===== src/rtl/bus_arbiter_pkg.sv =====
// -----------------------------------------------------------------------------
// bus_arbiter_pkg
//
// Purpose : Shared definitions for the CPU / two-master DMA bus arbiter.
//           Holds the controller state encoding, the BusOwner codes, the
//           default tenure limits and two small helpers that turn a latched
//           DMA master index into its grant vector and its owner code.
//
// Contents:
//   arb_state_t       controller states CPU, DRAIN, GRANT, RELEASE
//   OWN_CPU/DMA0/DMA1 BusOwner encodings (3 is never driven)
//   MAX_HOLD_DEFAULT  default maximum consecutive grant cycles
//   CPU_MIN_DEFAULT   default minimum CPU-owned cycles between DMA tenures
//   LAST_RESET        last-served value after reset (DMA1, so DMA0 wins a tie)
//   grant_vec()       master index -> one-hot DmaGnt value
//   owner_code()      master index -> BusOwner value
// -----------------------------------------------------------------------------
package bus_arbiter_pkg;

   typedef enum logic [1:0] {
      ST_CPU     = 2'd0,
      ST_DRAIN   = 2'd1,
      ST_GRANT   = 2'd2,
      ST_RELEASE = 2'd3
   } arb_state_t;

   localparam logic [1:0] OWN_CPU  = 2'd0;
   localparam logic [1:0] OWN_DMA0 = 2'd1;
   localparam logic [1:0] OWN_DMA1 = 2'd2;

   localparam int MAX_HOLD_DEFAULT = 16;
   localparam int CPU_MIN_DEFAULT  = 4;

   // Pretending DMA1 was served last makes DMA0 the first tie winner.
   localparam logic LAST_RESET = 1'b1;

   function automatic logic [1:0] grant_vec(input logic master);
      return master ? 2'b10 : 2'b01;
   endfunction

   function automatic logic [1:0] owner_code(input logic master);
      return master ? OWN_DMA1 : OWN_DMA0;
   endfunction

endpackage


===== src/rtl/arb_rr_pick.sv =====
// -----------------------------------------------------------------------------
// arb_rr_pick
//
// Purpose : Two-way round-robin choice between the DMA masters. Purely
//           combinational; the caller latches the result when it commits
//           to a DMA tenure.
//
// Ports:
//   req     in  2  request level per master, bit n = master n
//   last    in  1  index of the master served most recently
//   winner  out 1  index of the chosen master (0 when nobody requests)
// -----------------------------------------------------------------------------
module arb_rr_pick (
   input  logic [1:0] req,
   input  logic       last,
   output logic       winner
);

   // With both masters asking, the one not served last goes next; with a
   // single requester it simply wins regardless of history.
   always_comb begin
      if (req == 2'b11) begin
         winner = ~last;
      end else begin
         winner = req[1];
      end
   end

endmodule


===== src/rtl/bus_arbiter.sv =====
// -----------------------------------------------------------------------------
// bus_arbiter
//
// Purpose : Arbitrates the shared bus between the CPU instruction fetch
//           path and two DMA masters. The CPU owns the bus by default; a
//           DMA tenure is framed by a one-cycle DRAIN (fetch stalled, no
//           grant yet) and a one-cycle RELEASE (grant gone, fetch still
//           stalled), so ownership never overlaps. A tenure is capped at
//           MAX_HOLD cycles and the CPU is guaranteed CPU_MIN cycles between
//           tenures unless stage 1 reports it is not fetching anyway.
//           Every output is a flop; no input reaches an output
//           combinationally.
//
// Parameters:
//   MAX_HOLD  1..255  maximum consecutive cycles one DMA master holds a grant
//   CPU_MIN   0..255  minimum CPU-owned cycles between DMA tenures
//
// Ports:
//   ClockIn        in  1  clock, rising edge
//   ResetIn        in  1  synchronous active-high reset
//   DmaReq         in  2  per-master request level, bit n = master n
//   DmaDone        in  2  per-master release pulse (only the granted one counts)
//   FetchSurpress  in  1  stage 1 fetch suppress; high = CPU idle on the bus
//   DmaGnt         out 2  one-hot-or-zero DMA grant
//   BusRequest     out 1  stalls instruction fetch while high
//   BusOwner       out 2  0 = CPU, 1 = DMA0, 2 = DMA1
// -----------------------------------------------------------------------------
module bus_arbiter
   import bus_arbiter_pkg::*;
#(
   parameter int MAX_HOLD = MAX_HOLD_DEFAULT,
   parameter int CPU_MIN  = CPU_MIN_DEFAULT
) (
   input  logic       ClockIn,
   input  logic       ResetIn,
   input  logic [1:0] DmaReq,
   input  logic [1:0] DmaDone,
   input  logic       FetchSurpress,
   output logic [1:0] DmaGnt,
   output logic       BusRequest,
   output logic [1:0] BusOwner
);

   localparam logic [7:0] MAX_HOLD_C = 8'(MAX_HOLD);
   localparam logic [7:0] CPU_MIN_C  = 8'(CPU_MIN);

   arb_state_t state;
   logic [7:0] cpu_cnt;
   logic [7:0] hold_cnt;
   logic       winner;
   logic       last;
   logic       pick;
   logic       cpu_window_open;
   logic       grant_end;

   arb_rr_pick u_pick (
      .req    (DmaReq),
      .last   (last),
      .winner (pick)
   );

   // NOTE: every signal assigned in always_comb gets a value on every path,
   // otherwise synthesis infers a latch.
   always_comb begin
      // cpu_cnt holds the CPU cycles already completed; the +1 counts the
      // current one, so exactly CPU_MIN CPU cycles pass before DRAIN.
      cpu_window_open = (({1'b0, cpu_cnt} + 9'd1) >= {1'b0, CPU_MIN_C})
                        || FetchSurpress;
      // Done, dropped request and the hold limit all end the tenure the
      // same way; any combination of them is a single release.
      grant_end       = DmaDone[winner] || !DmaReq[winner]
                        || (hold_cnt == MAX_HOLD_C);
   end

   // NOTE: state and registered outputs use non-blocking assignments so
   // every flop samples the values from before this edge.
   always_ff @(posedge ClockIn) begin
      // NOTE: reset is sampled on the clock edge and wins over every other
      // condition, including an in-progress grant (no RELEASE cycle).
      if (ResetIn) begin
         state      <= ST_CPU;
         cpu_cnt    <= 8'd0;
         hold_cnt   <= 8'd0;
         winner     <= 1'b0;
         last       <= LAST_RESET;
         DmaGnt     <= 2'b00;
         BusRequest <= 1'b0;
         BusOwner   <= OWN_CPU;
      end else begin
         unique case (state)
            ST_CPU: begin
               if (cpu_cnt != 8'hFF) begin
                  cpu_cnt <= cpu_cnt + 8'd1;
               end
               if (|DmaReq && cpu_window_open) begin
                  state      <= ST_DRAIN;
                  winner     <= pick;
                  BusRequest <= 1'b1;
               end
            end

            // One cycle with fetch stalled and no grant lets the CPU
            // pipeline drain its outstanding access; inputs are ignored.
            ST_DRAIN: begin
               state    <= ST_GRANT;
               hold_cnt <= 8'd1;
               DmaGnt   <= grant_vec(winner);
               BusOwner <= owner_code(winner);
            end

            ST_GRANT: begin
               if (grant_end) begin
                  state    <= ST_RELEASE;
                  DmaGnt   <= 2'b00;
                  BusOwner <= OWN_CPU;
               end else begin
                  hold_cnt <= hold_cnt + 8'd1;
               end
            end

            // Grant is already gone; fetch stays stalled one more cycle so
            // the DMA master's last access completes before the CPU resumes.
            ST_RELEASE: begin
               state      <= ST_CPU;
               BusRequest <= 1'b0;
               cpu_cnt    <= 8'd0;
               hold_cnt   <= 8'd0;
               last       <= winner;
            end

            default: begin
               state <= ST_CPU;
            end
         endcase
      end
   end

endmodule

===== config.mk =====
export PLATFORM = sky130hd
export DESIGN_NAME = bus_arbiter
export DESIGN_NICKNAME = d
export VERILOG_FILES = /design/src/rtl/bus_arbiter_pkg.sv /design/src/rtl/arb_rr_pick.sv /design/src/rtl/bus_arbiter.sv
export SDC_FILE = /design/constraint.sdc
export NUM_CORES = 1
export LEC_CHECK = 0
export ABC_AREA = 1
export BUFFER_PORTS_ARGS = -buffer_cell sky130_fd_sc_hd__buf_4
export CORE_AREA = 10 10 66 68
export DETAILED_ROUTE_END_ITERATION = 6
export DIE_AREA = 0 0 76 78
export PLACE_DENSITY_LB_ADDON = 0.3
export SYNTH_ARGS = -nofsm -noshare
export SYNTH_HDL_FRONTEND = slang
export SYNTH_SLANG_ARGS = --single-unit

===== constraint.sdc =====
create_clock -name ClockIn -period 1.7 [get_ports ClockIn]
set_clock_uncertainty 0.1 [all_clocks]
set_input_delay 0.34 -clock ClockIn [delete_from_list [all_inputs] [get_ports ClockIn]]
set_output_delay 0.34 -clock ClockIn [all_outputs]
set_load 0.03 [all_outputs]

# Word-level counts from Yosys, hierarchy flattened
# Index checks and enable logic that the tools add are counted.
word_totals:
  wordCells: 56
  regBits: 23
  output_inout_bits: 5
classes:
  n_lt_le_gt_ge: 2
  n_mux: 17
  n_addsub: 3
  n_eq_ne: 10
  reduce_logical: 16
  n_bitwise: 1
ops:
  columns: ["op", "count"]
  rows:
  - ["$pmux 8 s3", 1]
  - ["$add 8x1->8 const B", 2]
  - ["$mux 8", 2]
  - ["$pmux 8 s2", 1]
  - ["$reduce_and 2->1", 6]
  - ["$add 8x1->9 const B", 1]
  - ["$ge 9x3->1 const B", 1]
  - ["$eq 8x5->1 const B", 1]
  - ["$mux 2", 4]
  - ["$ne 2x2->1 const B", 4]
  - ["$ne 8x8->1 const B", 1]
  - ["$pmux 2 s4", 1]
  - ["$eq 2x2->1 const B", 3]
  - ["$mux 1", 6]
  - ["$pmux 2 s2", 1]
  - ["$reduce_bool 2->1", 2]
  - ["$logic_or 1x1->1", 3]
  - ["$reduce_bool 3->1", 1]
  - ["$eq 2x1->1 const B", 1]
  - ["$logic_not 2->1", 1]
  - ["$lt 1x2->1 const B", 1]
  - ["$pmux 1 s2", 1]
  - ["$reduce_or 2->1", 1]
  - ["$logic_and 1x1->1", 1]
  - ["2 further kinds", 2]

# Logic depth before layout (Yosys ltp)
# Gate-level depths: netlist of the first run.
depth:
  word_depth: 7
  ltp_mapped: 14
  mapped_depth_nobuf: 14

# Cells and area by module
# Synthesis of the first run repeated with hierarchy kept, for this count alone.
unflattened:
  cells_unflattened: 204
  hier_area_um2: 1387.6
by_module_without_submodules:
  columns: ["module", "seq_area_each_um2", "cells_each", "area_per_inst_um2", "instances"]
  rows:
  - ["bus_arbiter", 460.4, 202, 1375.1, 1]
  - ["arb_rr_pick", 0.0, 2, 12.5, 1]

# Worst setup path before layout of the first run
# No wires, ideal clock.
synth_path:
  path_type: "register to register"
  start: "register cpu_cnt[1]"
  end: "register state[1]"
  stages_incl_launch_ff: 13
  setup_time_ps: 115
  setup_slack_ps: 161
  required_ps: 1485
  arrival_ps: 1324
  n_path_buf: 0
  period_less_slack_ps: 1539
  cell_sequence: "dfxtp_1 ha_1 nand2_1 inv_1 nand2_1 nand2_1 nand3_1 nor2_1 nand2_1 nand2_1 nand2_2 a21oi_1 nor2_1"
synth_via:
  elab_chain_len: 6
synth_rtl:
  columns: ["element", "line", "rtl"]
  rows:
  - ["from (decl)", "bus_arbiter.sv:48", "logic [7:0] cpu_cnt;"]
  - ["from (signal assigned)", "bus_arbiter.sv:93", "cpu_cnt <= cpu_cnt + 8'd1;"]
  - ["$add 8x1->9", "bus_arbiter.sv:67", "cpu_window_open = (({1'b0, cpu_cnt} + 9'd1) >= {1'b0, CPU_MIN_C})"]
  - ["$ge 9x3->1", "bus_arbiter.sv:67", null]
  - ["$logic_or 1x1->1", "bus_arbiter.sv:68", "|| FetchSurpress;"]
  - ["$logic_and 1x1->1", "bus_arbiter.sv:95", "if (|DmaReq && cpu_window_open) begin"]
  - ["$ne 2x2->1 (no source line)", null, null]
  - ["$reduce_and 2->1 (no source line)", null, null]
  - ["to (signal assigned)", "bus_arbiter.sv:81", "state <= ST_CPU;"]
  - ["to (signal assigned)", "bus_arbiter.sv:96", "state <= ST_DRAIN;"]
  - ["to (signal assigned)", "bus_arbiter.sv:105", "state <= ST_GRANT;"]
  - ["to (decl)", "bus_arbiter.sv:47", "arb_state_t state;"]
# Every way passes these cells.
# A chain may end at the register's enable or synchronous reset.

# Final worst setup path of the first run
layout_path:
  start: "register cpu_cnt[1]"
  end: "register state[0]"
# Same word-level chain as after synthesis.

==> metrics.txt, run 1 <==
# TYPE chip_impl_metric gauge
chip_impl_metric{name="cp_data_arrival_time",unit="ns"} 1.75
chip_impl_metric{name="cts.sink_count",unit=""} 23
chip_impl_metric{name="fmax",unit="MHz"} 612
chip_impl_metric{name="synth_compound_gate_area_share",unit=""} 0.133
chip_impl_metric{name="gp_congestion",unit=""} 0.811
chip_impl_metric{name="wl_met3",unit="um"} 56
chip_impl_metric{name="synth-warning-count",unit=""} 0
chip_impl_metric{name="firstDrtPassIters",unit=""} 4
chip_impl_metric{name="grt_pass1_vias",unit=""} 1179
chip_impl_info{name="timing.critical_path.cells",value="buf_4, nand3_1, o21ai_0, nand2_1, nor2_1, nand2_1, nand2_1, nand2_2, a21oi_1, nor2_1"} 1
chip_impl_metric{name="max_slew.worst_pin.slew",unit="ns"} 0.328
chip_impl_metric{name="tritoncts.num_buffers",unit=""} 3
chip_impl_metric{name="irDropWorstVdd",unit="mV"} 0.801
chip_impl_metric{name="initial_core_util",unit=""} 0.427
chip_impl_info{name="status",value="finished clean"} 1
chip_impl_metric{name="die-area",unit="um2"} 5930
chip_impl_info{name="layout_common_cells",value="nand2_1 (58), inv_1 (27), nor2_1 (21)"} 1
chip_impl_info{name="clock-root-buffer",value="clkbuf_4"} 1
chip_impl_metric{name="first_pass_grt_wire_length",unit="um"} 5020
chip_impl_info{name="critical_path.startpoint_type",value="register"} 1
chip_impl_info{name="grt_setup_unrepaired",value="yes"} 1
chip_impl_metric{name="num-nets-final",unit=""} 241
chip_impl_metric{name="coreArea",unit="um2"} 3180
chip_impl_metric{name="die_w",unit="um"} 76
chip_impl_info{name="timing.hold.worst.start",value="ResetIn"} 1
chip_impl_metric{name="grt_start_max_net_pins",unit=""} 19
chip_impl_metric{name="synthDistinctLibCells",unit=""} 24
chip_impl_info{name="timing.rr.start",value="cpu_cnt[1]"} 1
chip_impl_info{name="synth.area.top_cells",value="dfxtp_1 (34%), nand2_1 (17%), inv_1 (8.0%)"} 1
chip_impl_metric{name="count_of_maximum_capacitance_violations",unit=""} 0
chip_impl_info{name="cp-startpoint",value="cpu_cnt[1]"} 1
chip_impl_metric{name="post-place-ws",unit="ns"} -0.0148
chip_impl_info{name="cpMaxStageDelayCell",value="dfxtp_2"} 1
chip_impl_metric{name="postCtsHoldBufs",unit=""} 0
chip_impl_metric{name="route.antenna.remaining_nets",unit=""} 0
chip_impl_metric{name="syn-cell-area",unit="um2"} 1360
chip_impl_metric{name="clock_latency",unit="ns"} 0.31
chip_impl_metric{name="yosys.area.top_type_share",unit=""} 0.339
chip_impl_info{name="commonest_non_fill_non_tap_cell_in_the_layout",value="nand2_1"} 1
chip_impl_metric{name="area_delta_synth_final",unit="%"} 18.2
chip_impl_metric{name="worst_setup_hold_path_clk_slew",unit="ns"} 0.12
chip_impl_metric{name="final_hold_viols",unit=""} 0
chip_impl_metric{name="viasPerCell",unit=""} 4.73
chip_impl_metric{name="timing.critical_path.buf_inv",unit=""} 1
chip_impl_metric{name="drc",unit=""} 0
chip_impl_metric{name="timing.slew.headroom",unit=""} 0.781
chip_impl_metric{name="route.detailed.wl_per_inst",unit="um"} 11.0
chip_impl_metric{name="fin_cells",unit=""} 272
chip_impl_metric{name="wl_met1",unit="um"} 1500
chip_impl_metric{name="port_buffers",unit=""} 11
chip_impl_metric{name="power_density",unit="nW/um2"} 1380
chip_impl_metric{name="min_period_over_period",unit=""} 0.961
chip_impl_metric{name="grt_overflow_total",unit=""} 0
chip_impl_info{name="setup.worst_path.class",value="register to register"} 1
chip_impl_metric{name="critical_path_required",unit="ns"} 1.82
chip_impl_metric{name="post_synthesis_sequential_area_ratio",unit=""} 0.339
chip_impl_metric{name="grt_use_total",unit=""} 0.0989
chip_impl_metric{name="power.total",unit="mW"} 2.22
chip_impl_metric{name="worst_path_largest_cell_delay",unit="ns"} 0.37
chip_impl_info{name="critPathTopFamily",value="simple AND/OR/NAND/NOR gates"} 1
chip_impl_metric{name="parity_gate_share_of_the_synthesized_area_counting_xor_and_xnor_cells",unit=""} 0.0129
chip_impl_metric{name="io-pin-count",unit=""} 12
chip_impl_info{name="topRoutingLayerUsed",value="met4"} 1
chip_impl_metric{name="synth-adder-area-share",unit=""} 0.0645
chip_impl_metric{name="ctsHtreeMaxLevel",unit=""} 1
chip_impl_metric{name="nFillCells",unit=""} 329
chip_impl_metric{name="floorplan.rows",unit=""} 21
chip_impl_info{name="crit_path_end_kind",value="register"} 1
chip_impl_metric{name="syn-mean-instance-area",unit="um2"} 6.56
chip_impl_metric{name="drt_initial_violations",unit=""} 41
chip_impl_metric{name="worst_slack_setup_final",unit="ns"} 0.0656
chip_impl_metric{name="clock_tree.buffer_depth",unit=""} 2
chip_impl_metric{name="dr_wl_met2",unit="um"} 1390
chip_impl_metric{name="report.final.setup_viol",unit=""} 0
chip_impl_metric{name="final_max_slew_viol_count",unit=""} 0
chip_impl_metric{name="seq_cells_post_synth",unit=""} 23
chip_impl_metric{name="n_antenna_cell",unit=""} 0
chip_impl_metric{name="detailedPlacementHpwl",unit="um"} 2230
chip_impl_metric{name="drt_wl_total",unit="um"} 2980
chip_impl_metric{name="antenna_found_initial",unit=""} 0
chip_impl_metric{name="fraction_of_layout_instances_using_a_drive_strength_above_1",unit=""} 0.195
chip_impl_info{name="hold_class",value="primary input to register"} 1
chip_impl_info{name="critical_path.most_common_cell",value="nand2_1"} 1
chip_impl_metric{name="timing.final.crit_period",unit="ns"} 1.63
chip_impl_metric{name="yosys.area_share.simple",unit=""} 0.346
chip_impl_metric{name="static-leakage-power",unit="nW"} 0.677
chip_impl_info{name="synth_top_family_by_area",value="simple AND/OR/NAND/NOR gates"} 1
chip_impl_metric{name="routed-via-count",unit=""} 1286
chip_impl_info{name="cts_tree",value="yes"} 1
chip_impl_metric{name="syn-num-nets",unit=""} 221
chip_impl_metric{name="synthesis.instances",unit=""} 207
chip_impl_info{name="netlist.top_cell.by_area",value="dfxtp_1"} 1
chip_impl_metric{name="synth.area.mux_share",unit=""} 0
chip_impl_metric{name="die_h",unit="um"} 78
chip_impl_metric{name="numPlacedInstances",unit=""} 267
chip_impl_metric{name="critPathMaxFanout",unit=""} 5
[timing repair]
action,in CTS,in global routing
hold endpoints to repair,0,0
endpoints found under the setup margin,7,20
gates cloned,0,0
gates resized for setup,1,17
pin swaps,0,6
buffers inserted,0,1
[synth_stat cells, drive strengths merged]
cell and instances:
a211oi 1, a21oi 17, a22oi 4, a32oi 1, buf 3, clkbuf 1
dfxtp 23, ha 7, inv 30, nand2 62, nand3 18, nand3b 2
nand4 2, nor2 25, nor3b 1, nor4 1, o211ai 1, o21ai 5
o32ai 1, xor2 2
[metal layers]
layer  global-route usage  vias up
met3               0.0242        4
met2                0.162        8
met4               0.0398        0
met5                    0        -
met1                0.122      573
li1                     -      701
[per-stage QoR]
step / instance area, um2 / hold slack, ns / setup TNS [ns] / util
global placement: 1520 / 0.369 / 0 / 0.479
floorplan: 1360 / 0.346 / 0 / -
CTS: 1550 / 0.214 / 0 / 0.488
finish: 1610 / 0.225 / 0 / 0.505
detailed placement: 1520 / 0.373 / -0.0204 / 0.479
global route: 1610 / 0.224 / -0.272 / 0.505
[final cells by class]
type | instances | area [um2] | area share
flip-flops and latches | 23 | 467 | 0.290
clock buffers | 4 | 26.3 | 0.0164
multi-input cells | 150 | 801 | 0.498
repair buffers | 19 | 143 | 0.0888
well taps | 46 | 57.6 | 0.0358
inverters | 30 | 113 | 0.0701
[worst register-to-register path, delay by kind of cell, from the launching register on]
kind,cells,cell delay [ns]
buffers and inverters,1,0.12
AND/OR/NAND/NOR,7,0.64
AO/OA/AOI/OAI,2,0.32
flip-flops,1,0.37
[report_power, final]
group	switching [mW]	leakage [nW]	internal [mW]
registers	0.0921	0.189	0.645
clock network	0.164	0.0150	0.0917
logic	0.734	0.473	0.489
total	0.990	0.677	1.23
[logic make-up (layout without fill, tap and decap cells)]
kind of cell | after synthesis | count (layout)
buf+inv | 34 | 53
flops | 23 | 23
simple gates | 111 | 111
compound gates | 30 | 30
xor+xnor | 2 | 2
fa+ha+maj | 7 | 7
[registers in the layout, summed over array words and instances, names as in the netlist]
signal,flops
state,2
cpu_cnt,8
BusRequest,1
BusOwner,2
last,1
hold_cnt,8
winner,1
[path summary, 6_finish.rpt]
kind / endpoint / slack [ns] / cells past startpoint
max: state[0] / 0.07 / 10
min reg2reg: last / 0.39 / 2
max reg2reg: state[0] / 0.07 / 10
min: hold_cnt[3] / 0.23 / 2
Power figures use the tool's default switching activity.
==> inputs of run 2 (changes only) <==
- CORE_AREA: 10 10 66 68 -> 10 10 69 66
- DIE_AREA: 0 0 76 78 -> 0 0 79 76
==> run 2 against run 1 <==
Compared with the run above:
- non-clock buffer count fell by 2
- largest cell class unchanged
- final area fell by 1.2%
- critical path type unchanged
- cell count fell by 1.5%
- largest power group unchanged
- worst setup slack got worse by 0.0080 ns
- fmax fell by 0.49%
- sequential share of layout area rose by 0.68 points
- via count fell by 1.4%
- sequential cell count did not move
- sequential power rose by 1%
- combinational power fell by 7%
- die area rose by 1.3%
- hold slack got worse by 0.013 ns
==> metrics.txt, run 2 (synthesized netlist as in run 1, its figures left out) <==
# TYPE chip_impl_metric gauge
chip_impl_metric{name="timing.slew.headroom",unit=""} 0.779
chip_impl_metric{name="gp_congestion",unit=""} 0.850
chip_impl_metric{name="die-area",unit="um2"} 6000
chip_impl_metric{name="multi_input_comb_area",unit="um2"} 793
chip_impl_info{name="layout_common_cells",value="nand2_1 (55), inv_1 (27), nor2_1 (20)"} 1
chip_impl_metric{name="first_pass_grt_wire_length",unit="um"} 5210
chip_impl_metric{name="fraction_of_layout_instances_using_a_drive_strength_above_1",unit=""} 0.205
chip_impl_metric{name="route.antenna.remaining_nets",unit=""} 0
chip_impl_metric{name="timing.critical_path.buf_inv",unit=""} 1
chip_impl_metric{name="power_density",unit="nW/um2"} 1350
chip_impl_info{name="status",value="finished clean"} 1
chip_impl_metric{name="io-pin-count",unit=""} 12
chip_impl_metric{name="grt_overflow_total",unit=""} 0
chip_impl_info{name="cts_tree",value="yes"} 1
chip_impl_info{name="largestRegisters",value="cpu_cnt: 8 flops, hold_cnt: 8 flops"} 1
chip_impl_metric{name="worst_setup_hold_path_clk_slew",unit="ns"} 0.13
chip_impl_metric{name="initial_core_util",unit=""} 0.424
chip_impl_metric{name="clock_latency",unit="ns"} 0.32
chip_impl_info{name="cpMaxStageDelayCell",value="dfxtp_4"} 1
chip_impl_metric{name="worst_path_largest_cell_delay",unit="ns"} 0.38
chip_impl_metric{name="worst_hold_path.num_cells",unit=""} 2
chip_impl_metric{name="n_antenna_cell",unit=""} 0
chip_impl_metric{name="antenna_found_initial",unit=""} 0
chip_impl_metric{name="critPathMaxFanout",unit=""} 5
chip_impl_info{name="timing.rr.end",value="state[1]"} 1
chip_impl_info{name="critical_path.startpoint_type",value="register"} 1
chip_impl_info{name="grt_setup_unrepaired",value="yes"} 1
chip_impl_metric{name="static-leakage-power",unit="nW"} 0.663
chip_impl_metric{name="grt_use_total",unit=""} 0.102
chip_impl_info{name="clock-root-buffer",value="clkbuf_4"} 1
chip_impl_metric{name="num-nets-final",unit=""} 239
chip_impl_info{name="setup.worst_path.class",value="register to register"} 1
chip_impl_metric{name="irDropWorstVdd",unit="mV"} 0.754
chip_impl_metric{name="critical_path_required",unit="ns"} 1.86
chip_impl_metric{name="clock_tree.buffer_depth",unit=""} 2
chip_impl_metric{name="fin_area",unit="um2"} 1590
chip_impl_metric{name="setup_total_negative_slack",unit="ns"} 0
chip_impl_metric{name="floorplan.rows",unit=""} 20
chip_impl_metric{name="area_delta_synth_final",unit="%"} 16.8
chip_impl_metric{name="final_max_slew_viol_count",unit=""} 0
chip_impl_metric{name="area.sequential",unit="um2"} 472
chip_impl_metric{name="layout.core_utilization",unit=""} 0.495
chip_impl_metric{name="detailedPlacementHpwl",unit="um"} 2240
chip_impl_metric{name="cts.sink_count",unit=""} 23
chip_impl_metric{name="route.detailed.wl_per_inst",unit="um"} 10.9
chip_impl_metric{name="count_of_maximum_capacitance_violations",unit=""} 0
chip_impl_info{name="whs_endpoint",value="hold_cnt[0]"} 1
chip_impl_info{name="critPathTopFamily",value="simple AND/OR/NAND/NOR gates"} 1
chip_impl_info{name="timing.critical_path.cells",value="ha_4, inv_2, nand2_2, nand2_1, nand2_1, nor2_1, nand2_1, nor2_1, nand2_1, nand2_1, nand2_2, nand3_1, nand2_1, nor2_1"} 1
chip_impl_metric{name="nFillCells",unit=""} 350
chip_impl_metric{name="report.final.setup_viol",unit=""} 0
chip_impl_metric{name="max_slew.worst_pin.slew",unit="ns"} 0.331
chip_impl_metric{name="final_hold_viols",unit=""} 0
chip_impl_metric{name="ff2ff_path_depth",unit=""} 14
chip_impl_info{name="crit_path_end_kind",value="register"} 1
chip_impl_metric{name="timing.final.crit_period",unit="ns"} 1.64
chip_impl_metric{name="tritoncts.num_buffers",unit=""} 3
chip_impl_metric{name="min_period_over_period",unit=""} 0.966
chip_impl_info{name="hold_class",value="primary input to register"} 1
chip_impl_metric{name="coreArea",unit="um2"} 3200
chip_impl_metric{name="numPlacedInstances",unit=""} 263
chip_impl_metric{name="die_h",unit="um"} 76
chip_impl_metric{name="viasPerCell",unit=""} 4.73
chip_impl_metric{name="grt_pass1_vias",unit=""} 1227
chip_impl_metric{name="die_w",unit="um"} 79
chip_impl_metric{name="reg2reg_slack",unit="ns"} 0.06
chip_impl_info{name="timing.rr.start",value="cpu_cnt[0]"} 1
chip_impl_info{name="critical_path.most_common_cell",value="nand2_1"} 1
chip_impl_metric{name="ctsHtreeMaxLevel",unit=""} 1
chip_impl_metric{name="grt_start_max_net_pins",unit=""} 19
chip_impl_metric{name="routed-via-count",unit=""} 1268
chip_impl_metric{name="drc",unit=""} 0
chip_impl_metric{name="cp_data_arrival_time",unit="ns"} 1.81
chip_impl_metric{name="drt_wl_total",unit="um"} 2910
chip_impl_metric{name="fin_cells",unit=""} 268
chip_impl_metric{name="fmax",unit="MHz"} 609
chip_impl_metric{name="port_buffers",unit=""} 11
chip_impl_metric{name="drt_initial_violations",unit=""} 60
chip_impl_info{name="commonest_non_fill_non_tap_cell_in_the_layout",value="nand2_1"} 1
chip_impl_metric{name="post_dp_cell_area",unit="um2"} 1500
chip_impl_info{name="timing.hold.worst.start",value="ResetIn"} 1
chip_impl_metric{name="firstDrtPassIters",unit=""} 4
[run 2: cell count changes in the layout (fill, tap and decap cells not counted), sizes merged]
| cell | previous run | this run |
|---|---|---|
| buf | 19 | 17 |
[run 2: per-stage QoR]
stage	hold WS, ns	setup WS [ns]	total power, mW
floorplan	0.346	0.161	1.48
global placement	0.368	0.00483	1.79
detailed placement	0.374	-0.0393	1.80
CTS	0.218	0.00271	2.08
global route	0.222	-0.0545	2.34
finish	0.212	0.0576	2.15
[run 2: worst reg2reg max path: stages, from the launching register on]
cell and delay [ns]:
dfxtp_4 0.38, ha_4 0.17, inv_2 0.05, nand2_2 0.05
nand2_1 0.05, nand2_1 0.05, nor2_1 0.09, nand2_1 0.06
nor2_1 0.09, nand2_1 0.10, nand2_1 0.08, nand2_2 0.09
nand3_1 0.08, nand2_1 0.05, nor2_1 0.09
[run 2: routing by layer]
layer	track usage	share of wire	up-vias
li1	-	-	696
met1	0.126	0.51	546
met2	0.165	0.44	19
met3	0.0236	0.035	7
met4	0.0376	0.016	0
met5	0	0	-
[run 2: what timing repair did]
item,CTS,global route
pin swaps,0,2
buffers inserted,0,1
endpoints found under the setup margin,10,19
hold buffers,0,0
resized for setup,3,20
endpoints found under the hold margin,0,0
[run 2: area by class of cell]
| type | instances | share of cell area |
|---|---|---|
| tap | 44 | 0.0347 |
| inverter | 30 | 0.0710 |
| clock buffer | 4 | 0.0166 |
| multi-input combinational | 150 | 0.500 |
| timing repair buffer | 17 | 0.0804 |
| sequential | 23 | 0.297 |
[run 2: power by group]
| part | leakage, nW | switching (mW) | internal [mW] | total [mW] |
|---|---|---|---|---|
| Combinational | 0.458 | 0.711 | 0.428 | 1.14 |
| Clock | 0.0150 | 0.171 | 0.0918 | 0.263 |
| Sequential | 0.191 | 0.0947 | 0.652 | 0.746 |
[run 2: how the worst max path moves through the flow]
stage                from    endpoint  slack (ns)  cells after the start
2_1_floorplan  cpu_cnt[1]    state[1]        0.16                     12
3_3_place_gp   cpu_cnt[1]    state[1]       0.005                     12
3_5_place_dp   cpu_cnt[0]  cpu_cnt[3]       -0.04                      8
4_1_cts        cpu_cnt[0]    state[1]       0.003                     12
5_1_grt        cpu_cnt[0]    state[0]       -0.05                     13
6_report       cpu_cnt[0]    state[1]        0.06                     14
==> inputs of run 3 (changes only) <==
- CELL_PAD_IN_SITES_DETAIL_PLACEMENT: not set -> 1
- CELL_PAD_IN_SITES_GLOBAL_PLACEMENT: not set -> 2
- CORE_AREA: 10 10 69 66 -> 10 10 80 75
- DIE_AREA: 0 0 79 76 -> 0 0 90 85
==> run 3 against run 2 <==
Compared with the run above:
- core utilization fell by 10 points
- combinational power rose by 17%
- total power rose by 13%
- hold slack improved by 0.078 ns
- non-clock buffer count rose by 3
- global-route usage fell by 0.21 points
- clock-buffer cell count fell by 1
- final area rose by 8.0%
- sequential power barely moved
- register-to-register slack got worse by 0.04 ns
- first-iteration DRC count rose by 8.3%
- die area rose by 27%
- highest routed layer unchanged
==> metrics.txt, run 3 (synthesized netlist as in run 1, its figures left out) <==
# TYPE chip_impl_metric gauge
chip_impl_info{name="grt_setup_unrepaired",value="yes"} 1
chip_impl_metric{name="final_hold_viols",unit=""} 0
chip_impl_metric{name="fraction_of_layout_instances_using_a_drive_strength_above_1",unit=""} 0.263
chip_impl_info{name="largestRegisters",value="cpu_cnt: 8 flops, hold_cnt: 8 flops"} 1
chip_impl_metric{name="timing.final.crit_period",unit="ns"} 1.68
chip_impl_metric{name="timing.slew.headroom",unit=""} 0.736
chip_impl_metric{name="floorplan.rows",unit=""} 23
chip_impl_metric{name="gp_congestion",unit=""} 0.743
chip_impl_metric{name="area_delta_synth_final",unit="%"} 26.2
chip_impl_metric{name="initial_core_util",unit=""} 0.313
chip_impl_info{name="timing.hold.worst.start",value="ResetIn"} 1
chip_impl_metric{name="clock_tree.buffer_depth",unit=""} 2
chip_impl_metric{name="firstDrtPassIters",unit=""} 4
chip_impl_metric{name="final_max_slew_viol_count",unit=""} 0
chip_impl_info{name="critical_path.startpoint_type",value="register"} 1
chip_impl_metric{name="numPlacedInstances",unit=""} 284
chip_impl_info{name="status",value="finished clean"} 1
chip_impl_metric{name="nFillCells",unit=""} 577
chip_impl_metric{name="hold-worst-slack",unit="ns"} 0.290
chip_impl_metric{name="grt_overflow_total",unit=""} 0
chip_impl_metric{name="viasPerCell",unit=""} 4.74
chip_impl_metric{name="port_buffers",unit=""} 11
chip_impl_metric{name="post-place-ws",unit="ns"} -0.106
chip_impl_info{name="layout_common_cells",value="nand2_1 (55), inv_1 (28), buf_4 (20)"} 1
chip_impl_metric{name="first_pass_grt_wire_length",unit="um"} 6470
chip_impl_metric{name="setup_total_negative_slack",unit="ns"} 0
chip_impl_metric{name="die_h",unit="um"} 85
chip_impl_metric{name="cp_data_arrival_time",unit="ns"} 1.76
chip_impl_info{name="setup.worst_path.class",value="register to register"} 1
chip_impl_metric{name="critPathMaxFanout",unit=""} 5
chip_impl_metric{name="antenna_found_initial",unit=""} 0
chip_impl_metric{name="detailedPlacementHpwl",unit="um"} 2990
chip_impl_metric{name="seq_power_share",unit=""} 0.307
chip_impl_metric{name="die_w",unit="um"} 90
chip_impl_info{name="hold_class",value="primary input to register"} 1
chip_impl_metric{name="clock_latency",unit="ns"} 0.27
chip_impl_metric{name="io-pin-count",unit=""} 12
chip_impl_metric{name="grt_pass1_vias",unit=""} 1402
chip_impl_metric{name="count_of_maximum_capacitance_violations",unit=""} 0
chip_impl_metric{name="max_slew.worst_pin.slew",unit="ns"} 0.396
chip_impl_metric{name="cts.sink_count",unit=""} 23
chip_impl_metric{name="critical_path_required",unit="ns"} 1.78
chip_impl_metric{name="postCtsHoldBufs",unit=""} 0
chip_impl_metric{name="worst_setup_hold_path_clk_slew",unit="ns"} 0.09
chip_impl_metric{name="min_period_over_period",unit=""} 0.988
chip_impl_info{name="timing.rr.end",value="state[1]"} 1
chip_impl_metric{name="report.final.setup_viol",unit=""} 0
chip_impl_metric{name="tritoncts.num_buffers",unit=""} 3
chip_impl_metric{name="n_antenna_cell",unit=""} 0
chip_impl_metric{name="grt_start_max_net_pins",unit=""} 19
chip_impl_metric{name="fin_cells",unit=""} 290
chip_impl_metric{name="switching_power",unit="mW"} 1.12
chip_impl_metric{name="worst_hold_path.num_cells",unit=""} 2
chip_impl_metric{name="static-leakage-power",unit="nW"} 0.694
chip_impl_metric{name="ff2ff_path_depth",unit=""} 12
chip_impl_metric{name="drt_wl_total",unit="um"} 3860
chip_impl_metric{name="routed-via-count",unit=""} 1374
chip_impl_metric{name="internal_power",unit="mW"} 1.31
chip_impl_metric{name="combPwrFrac",unit=""} 0.546
chip_impl_metric{name="power_density",unit="nW/um2"} 1420
chip_impl_info{name="timing.rr.start",value="cpu_cnt[1]"} 1
chip_impl_info{name="whs_endpoint",value="hold_cnt[1]"} 1
chip_impl_metric{name="reg2reg_slack",unit="ns"} 0.02
chip_impl_metric{name="ctsHtreeMaxLevel",unit=""} 1
chip_impl_info{name="clock-root-buffer",value="clkbuf_8"} 1
chip_impl_metric{name="clock_power_share",unit=""} 0.147
chip_impl_info{name="commonest_non_fill_non_tap_cell_in_the_layout",value="nand2_1"} 1
chip_impl_metric{name="drt_initial_violations",unit=""} 65
chip_impl_metric{name="route.antenna.remaining_nets",unit=""} 0
chip_impl_metric{name="fmax",unit="MHz"} 596
chip_impl_metric{name="route.detailed.wl_per_inst",unit="um"} 13.3
chip_impl_metric{name="num-nets-final",unit=""} 243
chip_impl_metric{name="worst_slack_setup_final",unit="ns"} 0.0209
chip_impl_metric{name="coreArea",unit="um2"} 4350
chip_impl_metric{name="die-area",unit="um2"} 7650
chip_impl_metric{name="drc",unit=""} 0
chip_impl_metric{name="fin_area",unit="um2"} 1710
chip_impl_metric{name="post_dp_cell_area",unit="um2"} 1550
chip_impl_metric{name="switching_share",unit=""} 0.461
chip_impl_info{name="cts_tree",value="yes"} 1
chip_impl_info{name="crit_path_end_kind",value="register"} 1
chip_impl_metric{name="layout.core_utilization",unit=""} 0.394
chip_impl_metric{name="grt_use_total",unit=""} 0.0996
chip_impl_metric{name="irDropWorstVdd",unit="mV"} 0.630
chip_impl_metric{name="power.total",unit="mW"} 2.43
run 3: how the worst max path moves through the flow:
| stage | startpoint | endpoint | cells after the start |
|---|---|---|---|
| 6_report | cpu_cnt[1] | state[1] | 12 |
| 3_5_place_dp | cpu_cnt[0] | state[1] | 12 |
| 2_1_floorplan | cpu_cnt[1] | state[1] | 12 |
| 5_1_grt | cpu_cnt[1] | state[1] | 12 |
| 4_1_cts | cpu_cnt[0] | state[1] | 12 |
| 3_3_place_gp | cpu_cnt[0] | state[1] | 12 |
run 3: power by group through the flow:
stage | Sequential (mW) | Combinational (mW) | Clock [mW]
global placement | 0.725 | 1.11 | 0
CTS | 0.743 | 1.18 | 0.367
global route | 0.767 | 1.50 | 0.396
detailed placement | 0.737 | 1.14 | 0
floorplan | 0.767 | 0.718 | 0
finish | 0.746 | 1.33 | 0.357
run 3: what timing repair did:
| item | in CTS | in global routing |
|---|---|---|
| gates cloned | 0 | 1 |
| endpoints found under the setup margin | 12 | 20 |
| setup buffers | 0 | 1 |
| pin swaps | 0 | 11 |
| resized for setup | 7 | 29 |
run 3: critical path, cell delays in order (launching register included):
cell,delay (ns)
dfxtp_2,0.36
ha_4,0.17
nand3_2,0.08
nand2_2,0.07
nand2_2,0.06
nor2_2,0.13
nand2_1,0.07
nor2_1,0.10
nand2_1,0.07
nand2_1,0.08
nand2_2,0.09
a21oi_2,0.16
nor2_1,0.05
run 3: area by class of cell:
cell class	count	area, um2	share of cell area
Clock inverter	1	5.00	0.00292
Tap cell	62	77.6	0.0453
Clock buffer	3	41.3	0.0241
Inverter	30	113	0.0657
Multi-Input combinational cell	150	851	0.496
Timing Repair Buffer	20	150	0.0876
Timing Repair inverter	1	7.51	0.00438
Sequential cell	23	469	0.274
run 3: per-layer routing:
| layer | vias to the layer above | share of wire | track usage |
|---|---|---|---|
| li1 | 705 | - | - |
| met1 | 651 | 0.46 | 0.119 |
| met2 | 13 | 0.50 | 0.172 |
| met3 | 5 | 0.027 | 0.0202 |
| met4 | 0 | 0.014 | 0.0390 |
| met5 | - | 0 | 0 |
